`src/rtl/messbauer_channel_sequencer.sv`:
```
// Frame/channel sequencer: frame start pulse, per-channel disc_start request and channel advance pulse.
// Latency: start rises one cycle after run is sampled high in IDLE; every channel lasts CHANNEL_DURATION cycles.
// Backpressure: none; disc_done is only monitored, and a channel closing without it sets the sticky overrun flag.
module messbauer_channel_sequencer #(
   parameter int CHANNEL_NUMBER      = 512,
   parameter int CHANNEL_INDEX_WIDTH = 10,
   parameter int CHANNEL_DURATION    = 1000,
   parameter int CHANNEL_PULSE_WIDTH = 10,
   parameter int START_DURATION      = 10,
   parameter int FRAME_LIMIT         = 0
) (
   input  logic                           aclk,
   input  logic                           areset,
   input  logic                           run,
   input  logic                           disc_done,
   output logic                           start,
   output logic                           channel,
   output logic                           disc_start,
   output logic [CHANNEL_INDEX_WIDTH-1:0] channel_index,
   output logic [15:0]                    frame_count,
   output logic                           busy,
   output logic                           overrun
);

   localparam logic [1:0] ST_IDLE          = 2'd0;
   localparam logic [1:0] ST_START_PHASE   = 2'd1;
   localparam logic [1:0] ST_CHANNEL_OPEN  = 2'd2;
   localparam logic [1:0] ST_CHANNEL_PULSE = 2'd3;

   // The duration counter is loaded with (length - 1) on state entry and the state is left when it hits 0.
   localparam logic [15:0] START_RELOAD = 16'(START_DURATION - 1);
   localparam logic [15:0] OPEN_RELOAD  = 16'(CHANNEL_DURATION - CHANNEL_PULSE_WIDTH - 1);
   localparam logic [15:0] PULSE_RELOAD = 16'(CHANNEL_PULSE_WIDTH - 1);
   localparam logic [CHANNEL_INDEX_WIDTH-1:0] LAST_INDEX = CHANNEL_INDEX_WIDTH'(CHANNEL_NUMBER - 1);
   localparam logic [15:0] LIMIT_VALUE  = 16'(FRAME_LIMIT);
   localparam logic        LIMIT_EN     = (FRAME_LIMIT != 0);

   logic [1:0]  state;
   logic [15:0] dur_cnt;
   logic        done_seen;
   logic        limit_hold;   // frame limit hit with run still high: wait for run to drop before re-arming

   logic        cnt_zero;
   logic        done_any;
   logic [15:0] frame_next;
   logic        limit_hit;

   // Helper decodes: done_any covers a disc_done arriving on the very cycle the channel closes.
   always_comb begin
      cnt_zero   = (dur_cnt == 16'd0);
      done_any   = done_seen | disc_done;
      frame_next = (frame_count == 16'hFFFF) ? frame_count : frame_count + 16'd1;
      limit_hit  = LIMIT_EN && (frame_next == LIMIT_VALUE);
   end

   assign busy = (state != ST_IDLE);

   // Sequencer FSM; all pulse outputs are registered alongside the state transitions.
   always_ff @(posedge aclk or posedge areset) begin
      if (areset) begin
         state         <= ST_IDLE;
         dur_cnt       <= 16'd0;
         done_seen     <= 1'b0;
         limit_hold    <= 1'b0;
         start         <= 1'b0;
         channel       <= 1'b0;
         disc_start    <= 1'b0;
         channel_index <= '0;
         frame_count   <= 16'd0;
         overrun       <= 1'b0;
      end else begin
         case (state)
            ST_IDLE: begin
               start      <= 1'b0;
               channel    <= 1'b0;
               disc_start <= 1'b0;
               if (!run) begin
                  limit_hold <= 1'b0;
               end else if (!limit_hold) begin
                  state         <= ST_START_PHASE;
                  dur_cnt       <= START_RELOAD;
                  start         <= 1'b1;
                  frame_count   <= 16'd0;
                  overrun       <= 1'b0;
                  channel_index <= '0;
               end
            end

            ST_START_PHASE: begin
               if (cnt_zero) begin
                  state      <= ST_CHANNEL_OPEN;
                  dur_cnt    <= OPEN_RELOAD;
                  start      <= 1'b0;
                  disc_start <= 1'b1;
                  done_seen  <= 1'b0;
               end else begin
                  dur_cnt <= dur_cnt - 16'd1;
               end
            end

            ST_CHANNEL_OPEN: begin
               disc_start <= 1'b0;
               done_seen  <= done_any;
               if (cnt_zero) begin
                  state   <= ST_CHANNEL_PULSE;
                  dur_cnt <= PULSE_RELOAD;
                  channel <= 1'b1;
                  if (!done_any) begin
                     overrun <= 1'b1;
                  end
               end else begin
                  dur_cnt <= dur_cnt - 16'd1;
               end
            end

            ST_CHANNEL_PULSE: begin
               if (cnt_zero) begin
                  channel <= 1'b0;
                  if (channel_index < LAST_INDEX) begin
                     channel_index <= channel_index + CHANNEL_INDEX_WIDTH'(1);
                     state         <= ST_CHANNEL_OPEN;
                     dur_cnt       <= OPEN_RELOAD;
                     disc_start    <= 1'b1;
                     done_seen     <= 1'b0;
                  end else begin
                     frame_count   <= frame_next;
                     channel_index <= '0;
                     if (!run || limit_hit) begin
                        state      <= ST_IDLE;
                        limit_hold <= run && limit_hit;
                     end else begin
                        state   <= ST_START_PHASE;
                        dur_cnt <= START_RELOAD;
                        start   <= 1'b1;
                     end
                  end
               end else begin
                  dur_cnt <= dur_cnt - 16'd1;
               end
            end

            default: begin
               state <= ST_IDLE;
            end
         endcase
      end
   end

endmodule

```
`config.mk`:
```
export PLATFORM = sky130hd
export DESIGN_NAME = messbauer_channel_sequencer
export DESIGN_NICKNAME = d
export VERILOG_FILES = /design/src/rtl/messbauer_channel_sequencer.sv
export SDC_FILE = /design/constraint.sdc
export NUM_CORES = 1
export LEC_CHECK = 0
export BUFFER_PORTS_ARGS = -buffer_cell sky130_fd_sc_hd__buf_2
export CAP_MARGIN = 30
export CORE_MARGIN = 4
export CORE_UTILIZATION = 58
export CTS_CLUSTER_DIAMETER = 200
export DETAILED_ROUTE_END_ITERATION = 10
export PLACE_DENSITY = 0.77
export SYNTH_ARGS = -nofsm -noshare
export SYNTH_HDL_FRONTEND = slang
export SYNTH_SLANG_ARGS = --single-unit
export TNS_END_PERCENT = 20
```
`constraint.sdc`:
```
create_clock -name aclk -period 3.9 [get_ports aclk]
set_clock_uncertainty 0.15 [all_clocks]
set_input_delay 0.585 -clock aclk [delete_from_list [all_inputs] [get_ports aclk]]
set_output_delay 0.585 -clock aclk [all_outputs]
set_load 0.02 [all_outputs]
```
======== After elaboration in Yosys (flattened, before gate mapping) ========
Cells that the tools add are included.
storage, ports and cells
  bits in registers ....................... 50
  bits of input ports ..................... 4
  output and inout bits ................... 31
  word-level logic and storage cells ...... 100
cells by class
  add/subtract/negate cells ............... 3
  magnitude comparators ................... 1
  eq/ne operators ......................... 15
  mux-type cells .......................... 51
  bitwise logic cells ..................... 1
  reductions and logical operators ........ 19
operators with widths
  kind                     number
  $mux W16                 12
  $pmux W16 S4             1
  $mux W10                 4
  $pmux W16 S2             1
  $ne A2 B2 Y1 const B     10
  $pmux W10 S2             1
  $mux W1                  19
  $add A16 B1 Y16 const B  1
  $eq A16 B16 Y1 const B   1
  $logic_not A16 Y1        1
  $sub A16 B1 Y16 const B  1
  $reduce_and A5 Y1        3
  $mux W2                  6
  $pmux W1 S3              4
  $reduce_and A3 Y1        4
  $add A10 B1 Y10 const B  1
  $lt A10 B9 Y1 const B    1
  $reduce_bool A3 Y1       3
  $pmux W2 S4              1
  $reduce_and A4 Y1        2
  $reduce_and A6 Y1        1
  $reduce_bool A2 Y1       3
  $eq A2 B2 Y1 const B     2
  $ne A4 B4 Y1 const B     1
  5 further kinds          6

======== Logic depth before layout (Yosys ltp) ========
  depth after elaboration ................. 5
  mapped depth ............................ 11
  depth with buffers taken out ............ 7

======== Worst setup path after synthesis ========
OpenSTA, ideal clock, no wires.
  path kind ............................... flip-flop to flip-flop
  from .................................... register dur_cnt[0]
  to ...................................... register frame_count[10]
  setup time .............................. 0.078 ns
  arrival ................................. 2.990 ns
  data required time ...................... 3.672 ns
  setup slack ............................. 0.682 ns
  stages on the path, launching flop included .. 11
  path buffers ............................ 3
  period minus slack after synthesis ...... 3.218 ns
  cell sequence ........................... dfrtp_1 > inv_1 > ha_1 > or3b_1 > buf_2 > or4_1 > buf_2 > or4_4 > buf_6 > or4_1 > a21oi_1
on the way
  word-level cells in the longest chain between the ends .. 3
ends and longest elaborated chain
  element                             RTL line  RTL
  start: declaration                  39        logic [15:0] dur_cnt;
  start signal: assignment            97        dur_cnt <= dur_cnt - 16'd1;
  start signal: assignment            112       dur_cnt <= dur_cnt - 16'd1;
  start signal: assignment            138       dur_cnt <= dur_cnt - 16'd1;
  $logic_not A16 Y1                   50        cnt_zero = (dur_cnt == 16'd0);
  $ne A2 B2 Y1 (no source line)       -
  $reduce_and A6 Y1 (no source line)  -
  end signal: assignment              126       frame_count <= frame_next;
  end: declaration                    20        output logic [15:0] frame_count,
No other way between the ends.
A chain may end at the register's enable or synchronous reset.

======== Worst setup path after layout ========
  from .................................... register dur_cnt[0]
  to ...................................... register frame_count[7]
The elaborated chain is that of the path after synthesis.

==> out/metrics.csv <==
metric;value;unit
start_util;62.00;%
cts_tree;built;
hold_ws;0.1344;ns
synth_top_area_share;44.80;%
critPathCaptureType;flip-flop;
vias_per_cell;6.588;
maxSlewHeadroom;38.09;%
multi_input_area;1434;um^2
rows;24;
cap_violations;0;
p_int;1061;uW
dieArea;5989;um^2
ios;35;
synth.most_common_cell;dfrtp_1;
worst-path-max-fanout;31;
grt_pass1_vias;2359;
synth_top_family_by_area;compound AO/OA/AOI/OAI gates;
syn_area;2793;um^2
timing.rr.start;dur_cnt[0];
r2r_setup_slack;0.44;ns
finalSetupTns;0;ns
routedWlPerCell;16.62;um
clock_path_buffers;2;
clkTransAtPathRegs;0.09;ns
synth-simple-area-share;24.15;%
ir_worst_vdd;0.4313;mV
seqCellArea;1251;um^2
powerDensity;573.3;nW/um^2
ctsHoldBuffers;0;
grt_max_degree;32;
setup_viol;0;
grt_pass1_wl;11250;um
fillers;366;
synth-xor-area-share;0.6272;%
port_buffers;34;
yosys_register_bits;50;
hpwlAfterDp;4527;um
r2r_cells;7;
vias;2543;
finalPower;1770;uW
synth-edff-count;0;
overflow;0;
criticalPathCategory;reg2reg;
core_area;4504;um^2
antenna_found_initial;0;
syn_to_final_growth;10.53;%
synth_common_cells;dfrtp_1, nor2_1, nand2_1, o21ai_0, o31ai_1;
clock_latency;0.30;ns
post_cts_buffers;0;
ys_types;54;
leakage;0.001307;uW
switching_share;40.06;%
synth_area_leaders;dfrtp_1, o31ai_1, o21ai_0, a21oi_1, or4_1;
yosysWarnings;0;
drv_slew;0;
cp_data_arrival_time;3.54;ns
synth_sequential_area_ratio;44.80;%
startpoint_type;flip-flop;
synth_compound_area_share;24.46;%
syn_nets;312;
async_flop_share;100.0;%
cts_buffers;5;
power_frac_comb;34.1;%
diodes;0;
crit_required;3.98;ns
cts_resized;0;
fmax;288.8;MHz
seq_power_share;49.0;%
hp-class;in2async;
nNetsFinal;342;
syn_inst;305;
tightest_slew;0.9287;ns
drtPass1Iterations;4;
fin_crit_sh;88.79;%
syn_area_per_cell;9.156;um^2
clkPwrFrac;16.9;%
synth-main-ff-cell;dfrtp_1;
reg2reg_to;frame_count[7];
drtAntennaViolNets;0;
first_iter_violations;194;
status;finished clean;
die_w;77.39;um
grt_usage;22.78;%
drt_wl_total;6414;um
fin_crit;3.463;ns
synth_fa_ha_area_share;1.344;%
die_h;77.39;um
h-tree-depth;2;
clock-sinks;50;
synthMuxAreaShare;0.7616;%
drcViolationCount;0;
gp_congestion;0.8982;
rsz0062_at_grt;false;
synth_top_area_cell;dfrtp_1;
hold_viol_final;0;
switchingPower;708.9;uW
cts_root_buf;clkbuf_8;
drive_above_1_share;15.27;%
-- layout by cell type, fill, tap and decap left out, drive strengths merged, types with 6 or more instances in the layout --
| cell type | instances |
|---|---|
| or4 | 12 |
| clkbuf | 6 |
| nand2 | 20 |
| nand3 | 13 |
| nor2 | 21 |
| inv | 11 |
| o211ai | 8 |
| buf | 38 |
| o21ai | 20 |
| or3 | 8 |
| nor3 | 8 |
| o31ai | 20 |
| dfrtp | 50 |
| a21oi | 18 |
| and3 | 9 |
-- metrics by stage --
| stage | instances | area [um^2] | setup slack (ns) | utilization (%) |
|---|---|---|---|---|
| global route | 386 | 3087 | 0.2584 | 68.53 |
| floorplan | 305 | 2793 | 0.6816 | - |
| detailed placement | 380 | 3004 | 0.4860 | 66.69 |
| finish | 386 | 3087 | 0.4370 | 68.53 |
| global placement | 379 | 2984 | 0.5642 | 66.25 |
| CTS | 386 | 3087 | 0.4533 | 68.53 |
-- per-layer routing --
layer | track usage, % | routed length [um] | vias to the layer above
li1 | - | - | 1236
met1 | 32.00 | 2864 | 1212
met2 | 35.75 | 3064 | 83
met3 | 4.282 | 371 | 12
met4 | 7.651 | 114 | 0
met5 | 0 | 0 | -
-- critical path, cell delays in order, from the launching register on --
cell and delay, ns:
dfrtp_1 0.43, inv_1 0.07, ha_1 0.17, or3b_1 0.48, or4_1 0.63, or4_4 0.74, or4_1 0.56, a21oi_1 0.16
-- sequential cells by signal, summed over array words and instances, names as in the netlist --
register and cells:
channel 1, channel_index 10, disc_start 1, done_seen 1
dur_cnt 16, frame_count 16, limit_hold 1, overrun 1
start 1, state 2
-- cell families after synthesis --
group                    count (synthesis)
AO/OA/AOI/OAI                          101
XOR/XNOR                                 2
flip-flops                              50
buffers and inverters                   26
multiplexers                             2
adder cells (fa/ha/maj)                  3
AND/OR/NAND/NOR                        121
-- how the worst max path moves through the flow --
| stage | depth (start not counted) | from | to |
|---|---|---|---|
| floorplan | 10 | dur_cnt[0] | frame_count[10] |
| global placement | 7 | dur_cnt[0] | frame_count[13] |
| detailed placement | 7 | dur_cnt[0] | frame_count[14] |
| CTS | 7 | dur_cnt[0] | frame_count[14] |
| global route | 7 | dur_cnt[0] | frame_count[11] |
| finish | 7 | dur_cnt[0] | frame_count[7] |
-- power groups by stage --
stage / logic [uW] / clock network (uW) / registers [uW]
3_5_place_dp: 602 / 0 / 870
4_1_cts: 605 / 303 / 863
6_report: 604 / 299 / 867
3_3_place_gp: 585 / 0 / 860
2_1_floorplan: 386 / 0 / 901
5_1_grt: 680 / 326 / 898
-- area by class of cell --
cell class | instances | share of cell area [%]
clock buffer | 6 | 2.675
inverter | 11 | 1.338
multi-input combinational | 229 | 46.45
sequential | 50 | 40.54
tap | 52 | 2.108
timing repair buffer | 38 | 6.891
No activity file was read; power rests on OpenSTA's default activity.
